`src/rtl/d_pipe_pkg.sv`:
```
// Shared constants for the d_pipe elastic register pipeline: gate-level delay
// triples, timing-check limits and the width helper behind CNTW.
package d_pipe_pkg;

    // CP->Q rise/fall and CDN->Q/QV delays as min:typ:max, in ns
    localparam real CP_Q_RISE_MIN = 1.3;
    localparam real CP_Q_RISE_TYP = 1.5;
    localparam real CP_Q_RISE_MAX = 1.7;
    localparam real CP_Q_FALL_MIN = 1.1;
    localparam real CP_Q_FALL_TYP = 1.4;
    localparam real CP_Q_FALL_MAX = 1.9;
    localparam real CDN_Q_MIN     = 0.8;
    localparam real CDN_Q_TYP     = 1.0;
    localparam real CDN_Q_MAX     = 1.2;

    localparam real SETUP_D    = 1.0;
    localparam real HOLD_D     = 0.5;
    localparam real RECOVERY_R = 1.0;

    function automatic int clog2(input int value);
        int result;
        result = 0;
        while ((1 << result) < value) begin
            result = result + 1;
        end
        return result;
    endfunction

endpackage

```
`src/rtl/d_pipe_stage.sv`:
```
// One pipeline stage of d_pipe: a WIDTH-bit data register plus its valid flop.
// Data only loads when a valid word arrives, so held words never toggle.
module d_pipe_stage
    import d_pipe_pkg::*;
#(
    parameter int WIDTH = 8
) (
    input  logic             CP,
    input  logic             CDN,
    input  logic [WIDTH-1:0] in_d,
    input  logic             in_v,
    input  logic             ld,
    input  logic             clr,
    output logic [WIDTH-1:0] out_d,
    output logic             out_v
);

    always_ff @(posedge CP or negedge CDN) begin
        if (!CDN) begin
            out_d <= '0;
            out_v <= 1'b0;
        end else if (clr) begin
            out_v <= 1'b0;
        end else if (ld) begin
            out_v <= in_v;
            if (in_v) begin
                out_d <= in_d;
            end
        end
    end

endmodule

```
`src/rtl/d_pipe.sv`:
```
// Elastic WIDTH x DEPTH D-register pipeline with valid/ready flow control.
// Define D_PIPE_SPECIFY_EN to add the specify block for SDF-annotated gate-level sim.
module d_pipe
    import d_pipe_pkg::*;
#(
    parameter int WIDTH = 8,
    parameter int DEPTH = 4,
    parameter int CNTW  = clog2(DEPTH + 1)
) (
    input  logic             CP,
    input  logic             CDN,
    input  logic [WIDTH-1:0] D,
    input  logic             DV,
    output logic             DR,
    output logic [WIDTH-1:0] Q,
    output logic             QV,
    input  logic             QR,
    input  logic             FLUSH,
    output logic [CNTW-1:0]  CNT
);

    logic [WIDTH-1:0] stage_d [DEPTH];
    logic [DEPTH-1:0] stage_v;
    logic [DEPTH-1:0] ld;
    logic             chain;
    logic             accept;
    logic             consume;

    // A stage loads when it is empty or the stage below it is loading; walking
    // from the output side keeps the ready chain free of combinational feedback.
    always_comb begin
        ld    = '0;
        chain = QR;
        for (int k = DEPTH - 1; k >= 0; k--) begin
            chain = ~stage_v[k] | chain;
            ld[k] = chain;
        end
    end

    for (genvar k = 0; k < DEPTH; k++) begin : g_stage
        if (k == 0) begin : g_first
            d_pipe_stage #(.WIDTH(WIDTH)) u_stage (
                .CP   (CP),
                .CDN  (CDN),
                .in_d (D),
                .in_v (DV),
                .ld   (ld[k]),
                .clr  (FLUSH),
                .out_d(stage_d[k]),
                .out_v(stage_v[k])
            );
        end else begin : g_next
            d_pipe_stage #(.WIDTH(WIDTH)) u_stage (
                .CP   (CP),
                .CDN  (CDN),
                .in_d (stage_d[k-1]),
                .in_v (stage_v[k-1]),
                .ld   (ld[k]),
                .clr  (FLUSH),
                .out_d(stage_d[k]),
                .out_v(stage_v[k])
            );
        end
    end

    assign DR      = ld[0] & ~FLUSH;
    assign Q       = stage_d[DEPTH-1];
    assign QV      = stage_v[DEPTH-1];
    assign accept  = DV & DR;
    assign consume = QV & QR;

    // Occupancy tracks accepts minus consumes; flush wins over both.
    always_ff @(posedge CP or negedge CDN) begin
        if (!CDN) begin
            CNT <= '0;
        end else if (FLUSH) begin
            CNT <= '0;
        end else if (accept && !consume) begin
            CNT <= CNT + CNTW'(1);
        end else if (!accept && consume) begin
            CNT <= CNT - CNTW'(1);
        end
    end

`ifdef D_PIPE_SPECIFY_EN
    specify
        specparam t_cp_q_rise = CP_Q_RISE_MIN:CP_Q_RISE_TYP:CP_Q_RISE_MAX;
        specparam t_cp_q_fall = CP_Q_FALL_MIN:CP_Q_FALL_TYP:CP_Q_FALL_MAX;
        specparam t_cdn_q     = CDN_Q_MIN:CDN_Q_TYP:CDN_Q_MAX;
        specparam t_setup     = SETUP_D;
        specparam t_hold      = HOLD_D;
        specparam t_recovery  = RECOVERY_R;

        (posedge CP *> Q) = (t_cp_q_rise, t_cp_q_fall);
        (CDN *> Q, QV) = t_cdn_q;
        $setup(D, posedge CP, t_setup);
        $hold(posedge CP, D, t_hold);
        $recovery(posedge CDN, posedge CP, t_recovery);
    endspecify
`endif

endmodule
```
`config.mk`:
```
export PLATFORM = sky130hd
export DESIGN_NAME = d_pipe
export DESIGN_NICKNAME = d
export VERILOG_FILES = /design/src/rtl/d_pipe_pkg.sv /design/src/rtl/d_pipe_stage.sv /design/src/rtl/d_pipe.sv
export SDC_FILE = /design/constraint.sdc
export NUM_CORES = 1
export LEC_CHECK = 0
export CORE_ASPECT_RATIO = 1.4
export CORE_UTILIZATION = 39
export CTS_CLUSTER_DIAMETER = 80
export DETAILED_ROUTE_END_ITERATION = 8
export GPL_ROUTABILITY_DRIVEN = 0
export SETUP_SLACK_MARGIN = 0.3
export SLEW_MARGIN = 10
export SYNTH_ARGS = -nofsm -noshare
export SYNTH_HDL_FRONTEND = slang
export SYNTH_SLANG_ARGS = --single-unit
```
`constraint.sdc`:
```
create_clock -name CP -period 3.5 [get_ports CP]
set_input_delay 0.525 -clock CP [delete_from_list [all_inputs] [get_ports CP]]
set_output_delay 0.525 -clock CP [all_outputs]
set_load 0.02 [all_outputs]
```
==> summary.txt, run 1 <==
Setup path
  • Worst reg2reg startpoint: g_stage[3].g_next.u_stage.out_v
  • Worst path max stage delay: 0.62 ns
  • CP required: 2.97 ns
  • CP cell instances: clkdlybuf4s50_1, and4b_1, a21oi_1, clkdlybuf4s50_1
  • Critical path class: input port to output port
  • Reg2reg setup slack: 1.27 ns
  • Worst reg2reg path depth: 7
  • FF-to-FF End: CNT[2]
  • Most frequent CP cell: clkdlybuf4s50_1
  • CP bufs+invs: 2
  • CP arrival: 2.17 ns
  • Cell family with most CP delay: buffers and inverters
  • Critical path launch point type: input port
  • Worst path slowest cell: clkdlybuf4s50_1
  • Setup crit end kind: output port
  • Crit Path Max Fanout: 7

GRT
  • Initial antenna violation count: 0
  • Gr ovfl total: 0
  • Vias in the first global route: 1085
  • Global router's overall resource usage: 0.1401
  • Largest net degree at the start of global routing: 40
  • First-pass GRT wire length: 4788 um

Layout
  • Area growth, synth to finish: 20.19%
  • Area of the multi-input gates: 659.4 sq um
  • Sequential cell area: 975.9 sq um
  • Filler cell count: 362
  • Util after Layout: 0.5039
  • Layout cells sized above 1: 0.3264
  • Fin nets: 159
  • Antenna diodes: 0

Routing
  • DR DRC count: 2
  • First-pass DRT Iterations: 5
  • Avg WL per Cell: 14.50 um
  • Final wirelength: 2712 um
  • Vias/cell: 5.332
  • Final antenna-violating net count: 0
  • Drt first-iter violations: 28
  • Vias post-DR: 997

Logic synthesis
  • Post-synth EDFFs: 0
  • Gate Count Post-Synth: 118
  • Yosys reg bits: 39
  • Mux share of post-synthesis cell area: 0.2509
  • Top post-synthesis cells by count: 39 x dfrtp_1, 26 x mux2_2, 10 x nor2_1
  • Seq/Total Area, Yosys: 0.5791
  • Top-count cell post-synth: dfrtp_1
  • Cell variety after synth: 29
  • Syn Area/Cell: 14.28 sq um
  • Async set-reset flop share out of synthesis: 1.000
  • Ranking of synthesized cells by area: dfrtp_1 58%, mux2_2 17%, mux2_4 7.1%
  • Post-synth top area cell: dfrtp_1
  • Net count after synthesis: 132
  • Most common flop cell mapped by yosys: dfrtp_1
  • YS warnings: 0
  • Post-synth top area share: 0.5791
  • Adder-Cell Fraction of Synth Area: 0.01188
  • Synth Cell Area: 1685 sq um
  • Largest family of logic cells by synthesized area: multiplexers
  • Complex-gate fraction of the synthesized area: 0.03860
  • Post-synthesis simple-gate area fraction: 0.08983
  • Xor/xnor share of the synthesized area: 0

Power and ir drop
  • VDD IR max: 0.2650 mV
  • Pwr Total: 0.001208 W
  • Leakage power: 0.9079 nW
  • Power per cell area: 596.5 nW/um^2

CTS
  • Post-CTS Setup Repair Bufs: 0
  • TritonCTS buffer count: 5
  • Hold buffer count at CTS: 0
  • TritonCTS Sinks: 39
  • H-tree depth: 2
  • TritonCTS clock tree: yes
  • Post-CTS sizing: 0
  • Clk_lat worst skew: 0.28 ns
  • Clock buffer depth: 2
  • Clock transition at path regs: 0.06 ns
  • Clock root buffer: clkbuf_8

STA
  • Peak Freq: 371.2 MHz
  • Slew Viols, Final: 0
  • Final TNS setup: 0 ns
  • Unrepaired setup endpoints after global routing: no
  • # setup viols final: 0
  • Least-Margin Pin Slew: 0.8471 ns
  • Min Tclk post-route: 2.694 ns
  • Hold Vio Cnt, Final: 0
  • Max transition margin: 0.4353
  • Worst clock skew: 0.001845 ns
  • Final period util: 0.7697

Outcome
  • Failing checks: DRC
  • Outcome: finished, violations left

Min path
  • Worst hold path type: input port to async pin

Floorplan
  • Die Ht: 79.78 um
  • Core area: 4020 sq um
  • Row count: 27
  • I/O Pins: 26
  • Starting Density: 0.4192
  • DIE AREA: 4592 sq um
  • Die width: 57.56 um

Placed design
  • Hpwl dp: 1883 um
  • Port Buf Inserts: 25

Flow run
  • Max Cap Viol: 0
## area by class of cell
type                            instances  share of cell area
Sequential cell                        39              0.4818
Multi-Input combinational cell         70              0.3255
Timing Repair Buffer                   26              0.1248
Clock buffer                            6             0.03582
Tap cell                               43             0.02656
Inverter                                3            0.005559
## layer usage
metal,wire length (um),share of wire,global-route usage,up-vias
met5,0,0,0,-
met4,57,0.021,0.07073,0
met3,126,0.046,0.04214,6
met2,1431,0.53,0.2395,23
met1,1095,0.40,0.1550,505
li1,-,-,-,463
## metrics by stage
stage | cells | instance area (sq um) | hold slack, ns | worst slack (ns)
2_1_floorplan | 118 | 1685 | 0.2294 | 1.098
3_3_place_gp | 181 | 1953 | 0.4840 | 0.7232
3_5_place_dp | 181 | 1953 | 0.4914 | 0.6660
4_1_cts | 187 | 2026 | 0.3818 | 0.8039
5_1_grt | 187 | 2026 | 0.4298 | 0.7152
6_report | 187 | 2026 | 0.3524 | 0.8062
## logic make-up (layout without fill, tap and decap cells)
| group | after synthesis | in the layout |
|---|---|---|
| compound gates | 9 | 9 |
| fa+ha+maj | 1 | 1 |
| buf+inv | 9 | 35 |
| flops | 39 | 39 |
| mux | 35 | 35 |
| simple gates | 25 | 25 |
## sequential cells by signal, indices dropped and copies added (netlist names)
register and flops:
CNT 3, g_stage.g_next.u_stage.out_v 3, g_stage.g_next.u_stage.out_d 24, g_stage.g_first.u_stage.out_d 8
g_stage.g_first.u_stage.out_v 1
## cell usage in the layout, fill, tap and decap left out, types with 2 or more instances in the layout
| cell type | instances |
|---|---|
| mux2_4 | 8 |
| clkdlybuf4s50_1 | 24 |
| mux2_2 | 26 |
| a21oi_1 | 4 |
| clkbuf_8 | 5 |
| dfrtp_1 | 39 |
| nor2_1 | 10 |
| inv_1 | 3 |
| nor3b_1 | 2 |
| nand4_1 | 2 |
## power breakdown
group / switching (W) / internal (W)
Combinational: 0.000121 / 0.000191
Clock: 0.000135 / 0.000133
Sequential: 0.0000600 / 0.000569
## worst max path at each step
stage,startpoint,to,cells after the start
finish,QR,DR,4
global route,QR,DR,4
CTS,QR,DR,4
detailed placement,QR,CNT[2],8
global placement,QR,CNT[2],8
floorplan,FLUSH,CNT[2],8
(Power assumes the default switching activity.)
==> run 2: changes to the inputs <==
- clock period: 3.5 -> 2.3 ns (I/O delays scaled with it)
==> run 2 against run 1 <==
Effect of this change:
- the flow still finishes with violations (DRC)
- worst hold slack worse by 0.20 ns
- utilization rose by 2.3 points
- combinational power grew 57%
- setup slack worse by 0.50 ns
- sequential power rose by 52%
- register-to-register slack got worse by 0.90 ns
- critical endpoint is now CNT[2]
- highest routed layer unchanged
==> summary.txt, run 2 (synthesis gave the netlist of run 1 again) <==
CTS
  • Clock buffer depth: 2 (unchanged)
  • TritonCTS Sinks: 39 (unchanged)
  • Hold buffer count at CTS: 0 (unchanged)
  • Clk_lat worst skew: 0.29 ns (about the same)
  • TritonCTS clock tree: yes
  • Clock transition at path regs: 0.07 ns (about the same)
  • Clock root buffer: clkbuf_8
  • TritonCTS buffer count: 5 (unchanged)
  • H-tree depth: 2 (unchanged)

Routing
  • Final wirelength: 2970 um (+9.5%)
  • Final antenna-violating net count: 0 (unchanged)
  • Vias post-DR: 1021 (+2.4%)
  • First-pass DRT Iterations: 5 (unchanged)
  • Vias/cell: 5.157 (-3.3%)
  • Avg WL per Cell: 15.00 um (+3.4%)
  • Drt first-iter violations: 19 (-32%)
  • DR DRC count: 4 (+2)

STA
  • Peak Freq: 502.8 MHz
  • Least-Margin Pin Slew: 0.8431 ns (-0.003969 ns)
  • Final period util: 0.8648
  • # setup viols final: 0 (unchanged)
  • Max transition margin: 0.4379 (+0.002646)
  • Min Tclk post-route: 1.989 ns
  • Hold Vio Cnt, Final: 0 (unchanged)
  • Slew Viols, Final: 0 (unchanged)
  • Unrepaired setup endpoints after global routing: yes
  • Final TNS setup: 0 ns (unchanged)
  • Worst clock skew: 0.005076 ns (+0.003231 ns)

Layout
  • Max FFs per register: 24 (unchanged)
  • Area growth, synth to finish: 25.69%
  • Antenna diodes: 0 (unchanged)
  • Util after Layout: 0.5269 (+0.02303)
  • Top Registers: g_stage.g_next.u_stage.out_d: 24 flops, g_stage.g_first.u_stage.out_d: 8 flops
  • Register name with the most flops: g_stage.g_next.u_stage.out_d
  • Area of the multi-input gates: 676.9 sq um (+2.7%)
  • Fin nets: 168 (+5.7%)
  • Commonest non-fill, non-tap cell in the layout: dfrtp_1
  • Layout cells sized above 1: 0.4000 (+0.07361)
  • Sequential cell area: 977.2 sq um (+0.13%)
  • Commonest non-fill, non-tap cells in the layout: 38 x dfrtp_1, 26 x mux2_2, 22 x clkdlybuf4s50_1
  • Filler cell count: 362 (unchanged)
  • Post-route cell area: 2118 sq um (+4.6%)

Floorplan
  • Starting Density: 0.4192 (unchanged)
  • DIE AREA: 4592 sq um (unchanged)
  • Die width: 57.56 um (unchanged)
  • I/O Pins: 26 (unchanged)
  • Core area: 4020 sq um (unchanged)
  • Row count: 27 (unchanged)
  • Die Ht: 79.78 um (unchanged)

Setup path
  • Worst path max stage delay: 0.35 ns (-0.27 ns)
  • CP cell instances: dlygate4sd2_1, and4b_2, a21oi_4, and2_4, fa_2, or3_1, a211o_2, nand4_1
  • CP bufs+invs: 1 (-1)
  • Setup crit end kind: flip-flop
  • CP required: 2.52 ns (-0.45 ns)
  • Worst reg2reg startpoint: g_stage[1].g_next.u_stage.out_v
  • Critical path launch point type: input port
  • Critical path class: input port to flip-flop
  • Worst path slowest cell: fa_2
  • Critical path origin: QR
  • CP arrival: 2.21 ns (+0.04 ns)
  • Cell family with most CP delay: simple AND/OR/NAND/NOR gates
  • Crit Path Max Fanout: 5 (-2)

GRT
  • Global router's overall resource usage: 0.1573 (+0.01726)
  • Largest net degree at the start of global routing: 40 (unchanged)
  • Vias in the first global route: 1143 (+5.3%)
  • Initial antenna violation count: 0 (unchanged)
  • Gr ovfl total: 0 (unchanged)
  • First-pass GRT wire length: 5209 um (+8.8%)

Placed design
  • Placed instance area: 2008 sq um (+2.8%)
  • Port Buf Inserts: 25 (unchanged)
  • Hpwl dp: 2081 um (+11%)

Outcome
  • Failing checks: DRC
  • Outcome: finished, violations left

Power and ir drop
  • Leakage power: 0.9628 nW (+6.1%)
  • Power per cell area: 886.9 nW/um^2 (+49%)
  • VDD IR max: 0.5646 mV (+110%)

Min path
  • Worst hold path type: input port to async pin

Flow run
  • Max Cap Viol: 0 (unchanged)
run 2: path summary, 6_finish.rpt:
check                                                endpoint  slack [ns]  depth (start not counted)
hold / removal                g_stage[2].g_next.u_stage.out_v        0.15                          1
max in group asynchronous     g_stage[3].g_next.u_stage.out_v        1.58                          1
setup reg to reg                                       CNT[2]        0.37                          7
min in group CP            g_stage[3].g_next.u_stage.out_d[5]        0.51                          1
hold reg to reg            g_stage[3].g_next.u_stage.out_d[5]        0.51                          1
setup / recovery                                       CNT[2]        0.31                          8
run 2: metrics by stage:
stage	hold slack, ns	cells	total power, W	worst slack (ns)
6_report	0.1526	198	0.001879	0.3110
3_3_place_gp	0.4832	186	0.001443	-0.1210
3_5_place_dp	0.4915	186	0.001465	-0.2027
2_1_floorplan	0.04941	118	0.001251	0.2288
5_1_grt	0.2206	198	0.001989	0.2733
4_1_cts	0.1869	198	0.001907	0.3278
run 2: cell type report:
type,instances,share of cell area
sequential,39,0.4613
multi-input combinational,70,0.3196
timing repair buffer,35,0.1500
clock buffer,7,0.03603
tap,43,0.02540
inverter,3,0.005316
clock inverter,1,0.002363
run 2: repair_timing:
action | CTS | global route
endpoints found under the setup margin | 3 | 1
gates resized for setup | 3 | 0
setup buffers | 4 | 0
pin swaps | 0 | 0
endpoints found under the hold margin | 0 | 0
run 2: power by group:
part	leakage (nW)	internal [W]	switching, W
Combinational	0.438	0.000296	0.000193
Clock	0.0422	0.000212	0.000219
Sequential	0.483	0.000866	0.0000918
Total	0.963	0.00137	0.000504
run 2: routing by layer:
metal / global-route usage / up-vias / part of all wire
li1: - / 484 / -
met5: 0 / - / 0
met4: 0.1098 / 0 / 0.021
met3: 0.02917 / 5 / 0.033
met2: 0.2698 / 21 / 0.53
met1: 0.1722 / 511 / 0.41
